==> src/rtl/ddr4_app_arbiter.sv <==
// Two-port round-robin arbiter in front of the DDR4 app interface (mem_clk domain).
// An in-order owner FIFO steers each returning read beat back to the requester that issued it.
module ddr4_app_arbiter #(
  parameter int DDR4_APP_ADDR_WIDTH = 28,
  parameter int DDR4_APP_CMD_WIDTH  = 3,
  parameter int DDR4_APP_DATA_WIDTH = 64,
  parameter int MAX_OUTSTANDING     = 16
) (
  input  logic                                 mem_clk_i,
  input  logic                                 mem_rst_i,

  input  logic                                 req0_en_i,
  input  logic [DDR4_APP_CMD_WIDTH-1:0]        req0_cmd_i,
  input  logic [DDR4_APP_ADDR_WIDTH-1:0]       req0_addr_i,
  input  logic [DDR4_APP_DATA_WIDTH-1:0]       req0_wdata_i,
  input  logic [DDR4_APP_DATA_WIDTH/8-1:0]     req0_wmask_i,
  output logic                                 req0_rdy_o,
  output logic [DDR4_APP_DATA_WIDTH-1:0]       req0_rd_data_o,
  output logic                                 req0_rd_valid_o,

  input  logic                                 req1_en_i,
  input  logic [DDR4_APP_CMD_WIDTH-1:0]        req1_cmd_i,
  input  logic [DDR4_APP_ADDR_WIDTH-1:0]       req1_addr_i,
  input  logic [DDR4_APP_DATA_WIDTH-1:0]       req1_wdata_i,
  input  logic [DDR4_APP_DATA_WIDTH/8-1:0]     req1_wmask_i,
  output logic                                 req1_rdy_o,
  output logic [DDR4_APP_DATA_WIDTH-1:0]       req1_rd_data_o,
  output logic                                 req1_rd_valid_o,

  output logic [DDR4_APP_ADDR_WIDTH-1:0]       bridge_app_addr_o,
  output logic [DDR4_APP_CMD_WIDTH-1:0]        bridge_app_cmd_o,
  output logic                                 bridge_app_en_o,
  output logic [DDR4_APP_DATA_WIDTH-1:0]       bridge_app_wdf_data_o,
  output logic [DDR4_APP_DATA_WIDTH/8-1:0]     bridge_app_wdf_mask_o,
  output logic                                 bridge_app_wdf_wren_o,
  output logic                                 bridge_app_wdf_end_o,
  input  logic                                 bridge_app_rdy_i,
  input  logic                                 bridge_app_wdf_rdy_i,
  input  logic [DDR4_APP_DATA_WIDTH-1:0]       bridge_app_rd_data_i,
  input  logic                                 bridge_app_rd_data_valid_i,
  input  logic                                 bridge_app_rd_data_end_i,

  output logic [$clog2(MAX_OUTSTANDING):0]     outstanding_o,
  output logic                                 err_o
);

  localparam int PTR_W = $clog2(MAX_OUTSTANDING);
  localparam int CNT_W = PTR_W + 1;
  localparam logic [CNT_W-1:0] CNT_MAX = CNT_W'(MAX_OUTSTANDING);
  localparam logic [DDR4_APP_CMD_WIDTH-1:0] APP_CMD_WRITE = DDR4_APP_CMD_WIDTH'(0);
  localparam logic [DDR4_APP_CMD_WIDTH-1:0] APP_CMD_READ  = DDR4_APP_CMD_WIDTH'(1);

  if ((MAX_OUTSTANDING < 2) || ((MAX_OUTSTANDING & (MAX_OUTSTANDING - 1)) != 0)) begin : g_bad_depth
    $error("MAX_OUTSTANDING must be a power of two and at least 2");
  end

  logic [MAX_OUTSTANDING-1:0] owner_q, owner_d;
  logic [PTR_W-1:0]           wr_ptr_q, wr_ptr_d;
  logic [PTR_W-1:0]           rd_ptr_q, rd_ptr_d;
  logic [CNT_W-1:0]           cnt_q, cnt_d;
  logic                       last_grant_q, last_grant_d;
  logic                       err_q, err_d;

  logic rd0, rd1, fifo_full, fifo_empty, bus_rdy;
  logic elig0, elig1, gnt0, gnt1, grant, sel_rd;
  logic push, pop, pop_owner;

  always_comb begin
    rd0        = (req0_cmd_i == APP_CMD_READ);
    rd1        = (req1_cmd_i == APP_CMD_READ);
    fifo_full  = (cnt_q == CNT_MAX);
    fifo_empty = (cnt_q == '0);
    bus_rdy    = bridge_app_rdy_i & bridge_app_wdf_rdy_i;

    // A full owner FIFO only blocks reads; writes pass straight through.
    elig0 = req0_en_i & bus_rdy & ~(rd0 & fifo_full);
    elig1 = req1_en_i & bus_rdy & ~(rd1 & fifo_full);

    // On contention the requester that did not win last time takes the bus.
    gnt0  = elig0 & (~elig1 | last_grant_q);
    gnt1  = elig1 & (~elig0 | ~last_grant_q);
    grant = gnt0 | gnt1;

    sel_rd    = gnt1 ? rd1 : rd0;
    push      = grant & sel_rd;
    pop       = bridge_app_rd_data_valid_i & bridge_app_rd_data_end_i & ~fifo_empty;
    pop_owner = owner_q[rd_ptr_q];
  end

  always_comb begin
    req0_rdy_o            = gnt0;
    req1_rdy_o            = gnt1;
    bridge_app_en_o       = grant;
    bridge_app_addr_o     = gnt1 ? req1_addr_i  : req0_addr_i;
    bridge_app_cmd_o      = grant ? (gnt1 ? req1_cmd_i : req0_cmd_i) : APP_CMD_WRITE;
    bridge_app_wdf_data_o = gnt1 ? req1_wdata_i : req0_wdata_i;
    bridge_app_wdf_mask_o = gnt1 ? req1_wmask_i : req0_wmask_i;
    bridge_app_wdf_wren_o = grant & ~sel_rd;
    bridge_app_wdf_end_o  = grant & ~sel_rd;

    req0_rd_data_o  = bridge_app_rd_data_i;
    req1_rd_data_o  = bridge_app_rd_data_i;
    req0_rd_valid_o = pop & ~pop_owner;
    req1_rd_valid_o = pop &  pop_owner;

    outstanding_o = cnt_q;
    err_o         = err_q;
  end

  always_comb begin
    owner_d = owner_q;
    if (push) owner_d[wr_ptr_q] = gnt1;

    wr_ptr_d = wr_ptr_q + PTR_W'(push);
    rd_ptr_d = rd_ptr_q + PTR_W'(pop);

    cnt_d = cnt_q;
    case ({push, pop})
      2'b10:   cnt_d = cnt_q + 1'b1;
      2'b01:   cnt_d = cnt_q - 1'b1;
      default: cnt_d = cnt_q;
    endcase

    last_grant_d = grant ? gnt1 : last_grant_q;
    // Beats with nothing in flight are dropped and flagged until reset.
    err_d = err_q | (bridge_app_rd_data_valid_i & fifo_empty);
  end

  always_ff @(posedge mem_clk_i or posedge mem_rst_i) begin
    if (mem_rst_i) begin
      owner_q      <= '0;
      wr_ptr_q     <= '0;
      rd_ptr_q     <= '0;
      cnt_q        <= '0;
      last_grant_q <= 1'b1;
      err_q        <= 1'b0;
    end else begin
      owner_q      <= owner_d;
      wr_ptr_q     <= wr_ptr_d;
      rd_ptr_q     <= rd_ptr_d;
      cnt_q        <= cnt_d;
      last_grant_q <= last_grant_d;
      err_q        <= err_d;
    end
  end

endmodule

==> config.mk <==
export PLATFORM = sky130hd
export DESIGN_NAME = ddr4_app_arbiter
export DESIGN_NICKNAME = d
export VERILOG_FILES = /design/src/rtl/ddr4_app_arbiter.sv
export SDC_FILE = /design/constraint.sdc
export NUM_CORES = 1
export LEC_CHECK = 0
export ABC_AREA = 1
export BUFFER_PORTS_ARGS = -buffer_cell sky130_fd_sc_hd__buf_2
export CORE_AREA = 2 2 206 208
export DETAILED_ROUTE_END_ITERATION = 12
export DIE_AREA = 0 0 208 210
export PLACE_DENSITY_LB_ADDON = 0.25
export SLEW_MARGIN = 5
export SYNTH_ARGS = -nofsm -noshare
export SYNTH_HDL_FRONTEND = slang
export SYNTH_SLANG_ARGS = --single-unit
==> constraint.sdc <==
create_clock -name mem_clk_i -period 3 [get_ports mem_clk_i]
set_input_delay 0.6 -clock mem_clk_i [delete_from_list [all_inputs] [get_ports mem_clk_i]]
set_output_delay 0.6 -clock mem_clk_i [all_outputs]
set_load 0.05 [all_outputs]
==> qor.txt, run 1 <==
clock insertion delay at the later pin of the skew report - 0.28 ns
Setup WS pre-CTS - -0.00942 ns
Post-Synthesis Net Count - 999
half-perimeter wire length of the detailed placement result - 21200 µm
count of hold buffers inserted by post-cts repair - 0
H-Tree Level Count - 2
cells after synthesis - 714
count leader, synth - nand2_1
startpoint of the worst setup timing path - outstanding_o[1]
starting density of the core - 10.2%
largest delay contributor family on the critical path - simple AND/OR/NAND/NOR gates
required time at the endpoint of the critical path - 2.40 ns
antenna violations before repair - 5
DP Cell Count - 1450
area of combinational cells with multiple inputs - 2170 µm²
number of core rows - 75
area growth from synthesis to layout - 49.9%
largest incremental delay on the critical path - 0.44 ns
number of clock buffers inserted by TritonCTS - 5
Core Footprint - 41500 µm²
via count of the first global-routing pass - 4936
unrepaired setup endpoints after global routing - no
post-route minimum period - 2.87 ns
global route total overflow - 0
Worst Skew - 0.00891 ns
total power of the final layout - 0.00301 W
Netlist cell types - 29
Storage cell area - 782 µm²
worst vdd rail ir drop - 0.260 mV
DIE AREA - 43700 µm²
highest metal layer with signal wires - met4
met2 wirelength from detailed routing - 12300 µm
number of buffers and inverters on the critical path - 2
maximum number of pins on one net before global-route repair - 103
first-pass iteration count of the detailed router - 5
post-synthesis sequential element count - 31
highest attainable clock frequency - 349 MHz
terminus of the critical flop-to-flop path - outstanding_o[4]
maximum fanout count along the critical path - 102
leak pwr - 3.59 nW
overall routing resource usage - 10.4%
number of enable flip-flop cells after synthesis - 0
count of warnings emitted by yosys - 0
fraction of the yosys area taken by sequential cells - 18.4%
weighted congestion reported at the end of routability-driven placement - 0.823
fillers - 4858
clk root buf - clkbuf_16
count of placed standard cells in the final layout, fillers left out - 1464
final-report hold violation count - 0
Routed Antenna Nets - 0
startpoint of the most critical register-to-register path - outstanding_o[3]
share of the clock period used by the worst path after layout - 95.6%
IO Count - 522
# Max-Cap Violations - 0
Tightest Pin Transition - 0.785 ns
max_slew headroom - 47.6%
largest cells by area after synthesis - nand2_1, buf_4, dfrtp_1, nand4_1, nor2_1
number of cells traversed by the worst register-to-register path - 17
routed via count divided by cell count - 3.53
most frequent cells after synthesis - nand2_1, buf_4, nor2_1
post-route worst setup slack - 0.133 ns
NumNets Final - 1208
clock tree from TritonCTS - built
startpoint types - register
vias - 5161
worst hold margin - 0.462 ns
Async S/R FF share, synth - 100%
synthesized area per cell - 5.92 µm²
library cell with the largest summed area after synthesis - nand2_1
number of buffers on the longest clock path - 2
Starting DRT DRC Count - 298
layout cells sized above 1 - 42.7%
result of the run - finished clean
average detailed-routed wire length per instance - 17.2 µm
die height - 210 µm
clock slew at the register clock pins of the worst setup and hold paths - 0.05 ns
Worst Path Arrival - 2.27 ns
die width - 208 µm
top_reg_cell synth - dfrtp_1
wire length of the first global-routing pass - 34100 µm
top-area cell type share of the netlist area - 31.8%
number of input and output port buffers inserted - 329
logic depth of the worst setup path including buffers - 9
cell type with the highest occurrence count on the critical path - nor2_2
critical path start-end classification - register to output port
worst hold path class - input port to async pin
count of endpoints failing setup in the final report - 0
Worst Setup EP - bridge_app_wdf_mask_o[3]
Worst Setup End Kind - output port
power per unit of standard cell area - 476 nW/µm²
wirelength, routed - 25200 µm
Critical Path Slowest Stage Cell - dfrtp_2
sum of routed wire segments on met1 - 10000 µm
DRC viols - 0
number of sinks driven by the clock tree - 31
slack of the worst reg-to-reg path - 0.36 ns
final count of pins violating max slew - 0
Syn Std Cell Area - 4230 µm²
met3 routed WL - 2460 µm
cell-by-cell trace of the critical path - nor2_2, nand3_1, nor2_2, nor2_2, nand2_4, buf_12, nand2_1, nand2_1, buf_12
how the worst min path moves through the flow:
stage                startpoint          end  cells past startpoint
finish                mem_rst_i  rd_ptr_q[0]                      2
floorplan           owner_q[10]  owner_q[10]                      2
CTS                  owner_q[5]   owner_q[5]                      2
detailed placement   owner_q[5]   owner_q[5]                      2
global placement          err_o        err_o                      1
global route         owner_q[4]   owner_q[4]                      2
report_power, final:
part           total [W]  switching [W]  internal [W]  leakage, nW
Clock           0.000599       0.000186      0.000412       0.0869
Sequential      0.000642       0.000124      0.000518        0.392
Combinational    0.00177        0.00119      0.000586         3.11
Total            0.00301        0.00150       0.00152         3.59
metrics by stage:
stage | cell area (µm²) | TNS [ns] | util [%]
after floorplan | 4240 | -0.0543 | -
after global placement | 6000 | 0 | 14.5
after detailed placement | 6000 | -0.0143 | 14.5
after CTS | 6190 | 0 | 14.9
after global routing | 6340 | 0 | 15.3
final | 6340 | 0 | 15.3
placed cells by master, fill, tap and decap left out, drive strengths merged, types with 3 or more instances in the layout:
cell,synthesis,final
buf,157,352
clkbuf,4,17
dfrtp,30,30
ha,7,7
inv,28,28
nand2,361,361
nand3,10,10
nand4,32,32
nor2,43,43
o211ai,4,4
o21ai,20,20
xnor2,3,3
xor2,7,7
repair_timing:
action / 4_1_cts / 5_1_grt
cloned: 0 / 3
gates resized for setup: 3 / 23
setup endpoints to repair: 3 / 64
setup buffers: 0 / 2
sequential cells by signal, summed over array words and instances, names as in the netlist:
| name | count |
|---|---|
| owner_q | 16 |
| outstanding_o | 5 |
| rd_ptr_q | 4 |
| wr_ptr_q | 4 |
| err_o | 1 |
| last_grant_q | 1 |
routing by layer:
layer	vias up	global-route usage, %
li1	2498	-
met1	2301	12.4
met2	334	17.7
met3	28	4.16
met4	0	2.10
met5	-	0
cell families (layout without fill, tap and decap cells):
family | Yosys count | in the layout | share of synthesized area, %
fa+ha+maj | 7 | 7 | 2.07
simple gates | 448 | 448 | 42.6
flops | 31 | 31 | 18.4
xor+xnor | 10 | 10 | 2.07
compound gates | 29 | 29 | 3.97
other cells | 0 | 1 | 0
buf+inv | 189 | 399 | 30.9
cell type report:
class	instances	area share, %
Tap cell	539	10.6
Clock buffer	6	2.19
Inverter	28	1.78
Antenna cell	1	0.0395
Timing Repair Buffer	363	38.2
Clock inverter	2	0.553
Sequential cell	31	12.3
Multi-Input combinational cell	494	34.2
worst register-to-register path, delay by kind of cell, from the launching register on:
family,cells,cell delay (ns)
AND/OR/NAND/NOR,11,1.18
flip-flops,1,0.44
adder cells (fa/ha/maj),2,0.41
XOR/XNOR,2,0.32
AO/OA/AOI/OAI,2,0.17
No activity file was read; power rests on OpenSTA's default activity.
==> run 2, diff against run 1 <==
--- a/config.mk
+++ b/config.mk
@@ -6,7 +6,7 @@
 export NUM_CORES = 1
 export LEC_CHECK = 0
 export ABC_AREA = 1
-export BUFFER_PORTS_ARGS = -buffer_cell sky130_fd_sc_hd__buf_2
+export BUFFER_PORTS_ARGS = -buffer_cell sky130_fd_sc_hd__buf_4
 export CORE_AREA = 2 2 206 208
 export DETAILED_ROUTE_END_ITERATION = 12
 export DIE_AREA = 0 0 208 210
==> qor.txt, run 2 (same netlist as run 1, synthesis figures left out) <==
result of the run - finished clean
clk root buf - clkbuf_16
number of buffers on the longest clock path - 2
Worst Setup End Kind - output port
antenna violations before repair - 1
Switching Power - 0.00149 W
Worst Skew - 0.00560 ns
maximum fanout count along the critical path - 19
worst hold path class - register to register
half-perimeter wire length of the detailed placement result - 22800 µm
first-pass iteration count of the detailed router - 5
instance area after placement - 6390 µm²
overall routing resource usage - 11.1%
commonest cells after routing, fill and taps aside - nand2_1, buf_4, nor2_1, nand4_1
sequential group share of total power - 20.6%
leak pwr - 3.68 nW
fillers - 4832
number of input and output port buffers inserted - 329
global route total overflow - 0
Post-Layout Inst Area - 6690 µm²
power per unit of standard cell area - 456 nW/µm²
clock insertion delay at the later pin of the skew report - 0.28 ns
register containing the most flip-flops in the final layout - owner_q
maximum number of pins on one net before global-route repair - 54
net switching share of the total power - 48.7%
wire length of the first global-routing pass - 35600 µm
Starting DRT DRC Count - 294
via count of the first global-routing pass - 5018
die width - 208 µm
Setup WS pre-CTS - 0.0667 ns
unrepaired setup endpoints after global routing - yes
Routed Antenna Nets - 0
weighted congestion reported at the end of routability-driven placement - 0.831
NumNets Final - 1199
H-Tree Level Count - 2
Internal - 0.00157 W
required time at the endpoint of the critical path - 2.40 ns
final sum of negative setup slack - 0 ns
Tightest Pin Transition - 0.845 ns
relative contribution of combinational cells to total power - 60.9%
# Max-Cap Violations - 0
count of endpoints failing setup in the final report - 0
worst vdd rail ir drop - 0.258 mV
IO Count - 522
n_diodes - 0
number of sinks driven by the clock tree - 31
highest attainable clock frequency - 343 MHz
count of placed standard cells in the final layout, fillers left out - 1453
share of the clock period used by the worst path after layout - 97.3%
startpoint types - register
final count of pins violating max slew - 0
max_slew headroom - 43.6%
Worst Path Arrival - 2.32 ns
DIE AREA - 43700 µm²
number of core rows - 75
Core Footprint - 41500 µm²
clock slew at the register clock pins of the worst setup and hold paths - 0.05 ns
clock tree from TritonCTS - built
post-route minimum period - 2.92 ns
DP Cell Count - 1444
die height - 210 µm
most common cell after layout, fill and taps aside - nand2_1
post-route worst setup slack - 0.0818 ns
DRC viols - 0
average detailed-routed wire length per instance - 18.2 µm
number of flip-flops under the largest register name - 16
wirelength, routed - 26500 µm
vias - 5113
routed via count divided by cell count - 3.52
layout cells sized above 1 - 41.5%
total power of the final layout - 0.00305 W
critical path start-end classification - register to output port
number of clock buffers inserted by TritonCTS - 5
area growth from synthesis to layout - 58.3%
Post-CTS Repair Setup Buffers - 0
final-report hold violation count - 0
starting density of the core - 10.2%
fraction of power consumed by the clock network - 18.5%
-- run 2: changes by cell type in the layout (fill, tap and decap cells not counted), moves of 5 or more --
cell	delta
buf_12	-27
buf_2	-290
buf_4	+298
buf_6	+18
clkbuf_4	-8
nand2_1	+5
nand2_2	-5
-- run 2: critical path, cell delays in order, from the launching register on --
cell and delay, ns:
dfrtp_2 0.45, nor2_2 0.17, nand2_1 0.07, nor2_1 0.13, nand2_1 0.11, nand3_2 0.13
nand2_4 0.06, buf_4 0.19, inv_8 0.14, buf_16 0.16, nand2_1 0.06, nand2_1 0.17
buf_6 0.19
-- run 2: final cells by class --
cell class | count | area (µm²) | area share, %
clock buffers | 6 | 129 | 1.93
clock inverters | 1 | 30.0 | 0.449
well taps | 539 | 674 | 10.1
multi-input cells | 494 | 2150 | 32.2
flip-flops and latches | 31 | 782 | 11.7
inverters | 28 | 113 | 1.68
repair buffers | 354 | 2810 | 42.0
-- run 2: timing repair --
action | CTS | global route
endpoints found under the setup margin | 11 | 77
hold buffers | 0 | 0
gates cloned | 0 | 2
resized for setup | 7 | 18
hold endpoints to repair | 0 | 0
-- run 2: final timing paths --
| path | start | cells past startpoint | slack [ns] | end |
|---|---|---|---|---|
| max | outstanding_o[2] | 12 | 0.08 | bridge_app_wdf_data_o[61] |
| min | owner_q[9] | 2 | 0.46 | owner_q[9] |
| max reg2reg | outstanding_o[2] | 17 | 0.30 | outstanding_o[4] |
| min reg2reg | owner_q[9] | 2 | 0.46 | owner_q[9] |
| max in group asynchronous | mem_rst_i | 3 | 1.80 | last_grant_q |
| min in group asynchronous | mem_rst_i | 2 | 0.50 | owner_q[12] |
-- run 2: metrics by stage --
stage	hold WS [ns]	util [%]
after global placement	0.456	15.4
after floorplan	0.437	-
after CTS	0.469	15.9
after global routing	0.498	16.1
after detailed placement	0.457	15.4
final	0.464	16.1
-- run 2: routing by layer --
metal	wire, µm	global-route usage (%)
met1	10300	13.0
met4	239	1.83
met5	0	0
met2	13500	19.6
met3	2470	3.99
-- run 2: power groups by stage --
stage	sequential (W)	combinational, W	clock [W]
finish	0.000628	0.00186	0.000566
CTS	0.000630	0.00186	0.000585
detailed placement	0.000634	0.00185	0
global route	0.000648	0.00202	0.000599
floorplan	0.000738	0.00146	0
global placement	0.000633	0.00185	0
==> run 3, diff against run 2 <==
--- a/config.mk
+++ b/config.mk
@@ -11,6 +11,7 @@
 export DETAILED_ROUTE_END_ITERATION = 12
 export DIE_AREA = 0 0 208 210
 export PLACE_DENSITY_LB_ADDON = 0.25
+export SETUP_SLACK_MARGIN = 0.5
 export SLEW_MARGIN = 5
 export SYNTH_ARGS = -nofsm -noshare
 export SYNTH_HDL_FRONTEND = slang
==> constraint.sdc (replaced) <==
create_clock -name mem_clk_i -period 3 [get_ports mem_clk_i]
set_input_delay 0.6 -clock mem_clk_i [delete_from_list [all_inputs] [get_ports mem_clk_i]]
set_output_delay 0.6 -clock mem_clk_i [all_outputs]
set_load 0.01 [all_outputs]
==> qor.txt, run 3 (same netlist as run 1, synthesis figures left out) <==
die width - 208 µm
worst hold path class - input port to async pin
unrepaired setup endpoints after global routing - yes
instance area after placement - 6400 µm²
fraction of power consumed by the clock network - 17.0%
number of clock buffers inserted by TritonCTS - 5
register containing the most flip-flops in the final layout - owner_q
number of flip-flops under the largest register name - 16
startpoint types - register
most common cell after layout, fill and taps aside - buf_4
final sum of negative setup slack - 0 ns
first-pass iteration count of the detailed router - 4
wirelength, routed - 31200 µm
average detailed-routed wire length per instance - 20.8 µm
required time at the endpoint of the critical path - 2.40 ns
worst vdd rail ir drop - 0.312 mV
final-report hold violation count - 0
count of hold buffers inserted by post-cts repair - 0
Storage cell area - 781 µm²
cell-by-cell trace of the critical path - nor2_4, nand2_1, nor2_2, nand2_2, nand3_4, nand2_4, buf_12, inv_16, buf_12, buf_8, clkbuf_16, nand2_2, nand2_2, buf_6
weighted congestion reported at the end of routability-driven placement - 0.812
number of sinks driven by the clock tree - 31
critical path start-end classification - register to output port
vias - 5505
number of core rows - 75
Worst Skew - 0.00950 ns
largest incremental delay on the critical path - 0.42 ns
area growth from synthesis to layout - 96.4%
highest attainable clock frequency - 368 MHz
clk root buf - clkbuf_16
global route total overflow - 0
fillers - 4766
DRC viols - 0
max_slew headroom - 49.8%
cell type with the highest occurrence count on the critical path - nand2_2
sequential group share of total power - 21.7%
clock slew at the register clock pins of the worst setup and hold paths - 0.06 ns
post-route minimum period - 2.72 ns
Core Footprint - 41500 µm²
final count of pins violating max slew - 0
leak pwr - 4.36 nW
DP Cell Count - 1435
number of input and output port buffers inserted - 329
H-Tree Level Count - 2
IO Count - 522
n_diodes - 0
maximum number of pins on one net before global-route repair - 58
routed via count divided by cell count - 3.67
number of buffers and inverters on the critical path - 6
half-perimeter wire length of the detailed placement result - 23700 µm
clock tree from TritonCTS - built
layout cells sized above 1 - 59.4%
net switching share of the total power - 41.0%
Tightest Pin Transition - 0.751 ns
power per unit of standard cell area - 349 nW/µm²
overall routing resource usage - 12.2%
share of the clock period used by the worst path after layout - 90.7%
Worst Path Arrival - 2.12 ns
result of the run - finished clean
die height - 210 µm
maximum fanout count along the critical path - 5
number of buffers on the longest clock path - 2
starting density of the core - 10.2%
via count of the first global-routing pass - 5074
count of endpoints failing setup in the final report - 0
NumNets Final - 1245
area of combinational cells with multiple inputs - 2850 µm²
Switching Power - 0.00119 W
clock insertion delay at the later pin of the skew report - 0.28 ns
antenna violations before repair - 3
relative contribution of combinational cells to total power - 61.3%
Critical Path Slowest Stage Cell - dfrtp_2
DIE AREA - 43700 µm²
wire length of the first global-routing pass - 38900 µm
commonest cells after routing, fill and taps aside - buf_4, nand2_1, nand2_2, buf_6, nand2_4
Routed Antenna Nets - 0
Internal - 0.00171 W
count of placed standard cells in the final layout, fillers left out - 1500
# Max-Cap Violations - 0
Worst Setup End Kind - output port
largest delay contributor family on the critical path - simple AND/OR/NAND/NOR gates
Post-Layout Inst Area - 8300 µm²
Starting DRT DRC Count - 289
run 3: metal layers:
metal  vias up  share of wire [%]  wire length (µm)  global-route usage, %
li1       2581                  -                 -                      -
met1      2544                 39             12100                   14.5
met2       358                 50             15700                   21.3
met3        22                9.7              3040                   5.05
met4         0               0.83               259                   1.42
met5         -                  0                 0                      0
run 3: final timing paths:
check	from	end	slack, ns	cells after the start
worst max-delay path	outstanding_o[3]	bridge_app_wdf_data_o[55]	0.28	14
worst min-delay path	mem_rst_i	owner_q[3]	0.41	3
worst max register to register	outstanding_o[3]	outstanding_o[4]	0.38	19
worst min register to register	owner_q[9]	owner_q[9]	0.47	2
max in group asynchronous	mem_rst_i	last_grant_q	2.25	3
min in group mem_clk_i	owner_q[9]	owner_q[9]	0.47	2
run 3: cell type report:
type                    count  area share (%)
well taps                 539            8.12
repair inverters            1           0.196
multi-input cells         494            34.3
inverters                  28            1.60
repair buffers            399            44.7
clock inverters             3           0.181
clock buffers               5            1.51
flip-flops and latches     31            9.40
run 3: power by group through the flow:
| stage | clock, W | sequential, W | combinational, W |
|---|---|---|---|
| 5_1_grt | 0.000532 | 0.000643 | 0.00195 |
| 6_report | 0.000492 | 0.000629 | 0.00178 |
| 4_1_cts | 0.000514 | 0.000627 | 0.00151 |
| 2_1_floorplan | 0 | 0.000621 | 0.000832 |
| 3_3_place_gp | 0 | 0.000636 | 0.00137 |
| 3_5_place_dp | 0 | 0.000635 | 0.00137 |
run 3: repair_timing:
item,CTS,global route
pin swaps,6,37
gates resized for setup,60,245
gates cloned,7,12
setup buffers,15,23
setup endpoints to repair,111,113
run 3: stage by stage:
step / util [%] / total power (W) / setup WS (ns) / hold WS (ns)
after floorplan: - / 0.00145 / 0.237 / 0.437
after global placement: 15.4 / 0.00201 / 0.139 / 0.454
after detailed placement: 15.4 / 0.00200 / 0.120 / 0.464
after CTS: 17.0 / 0.00265 / 0.252 / 0.430
after global routing: 20.0 / 0.00312 / 0.155 / 0.467
final: 20.0 / 0.00290 / 0.279 / 0.410
run 3: worst min-delay path, stage by stage:
cell and delay (ns):
buf_4 0.10, inv_1 0.04, buf_4 0.36
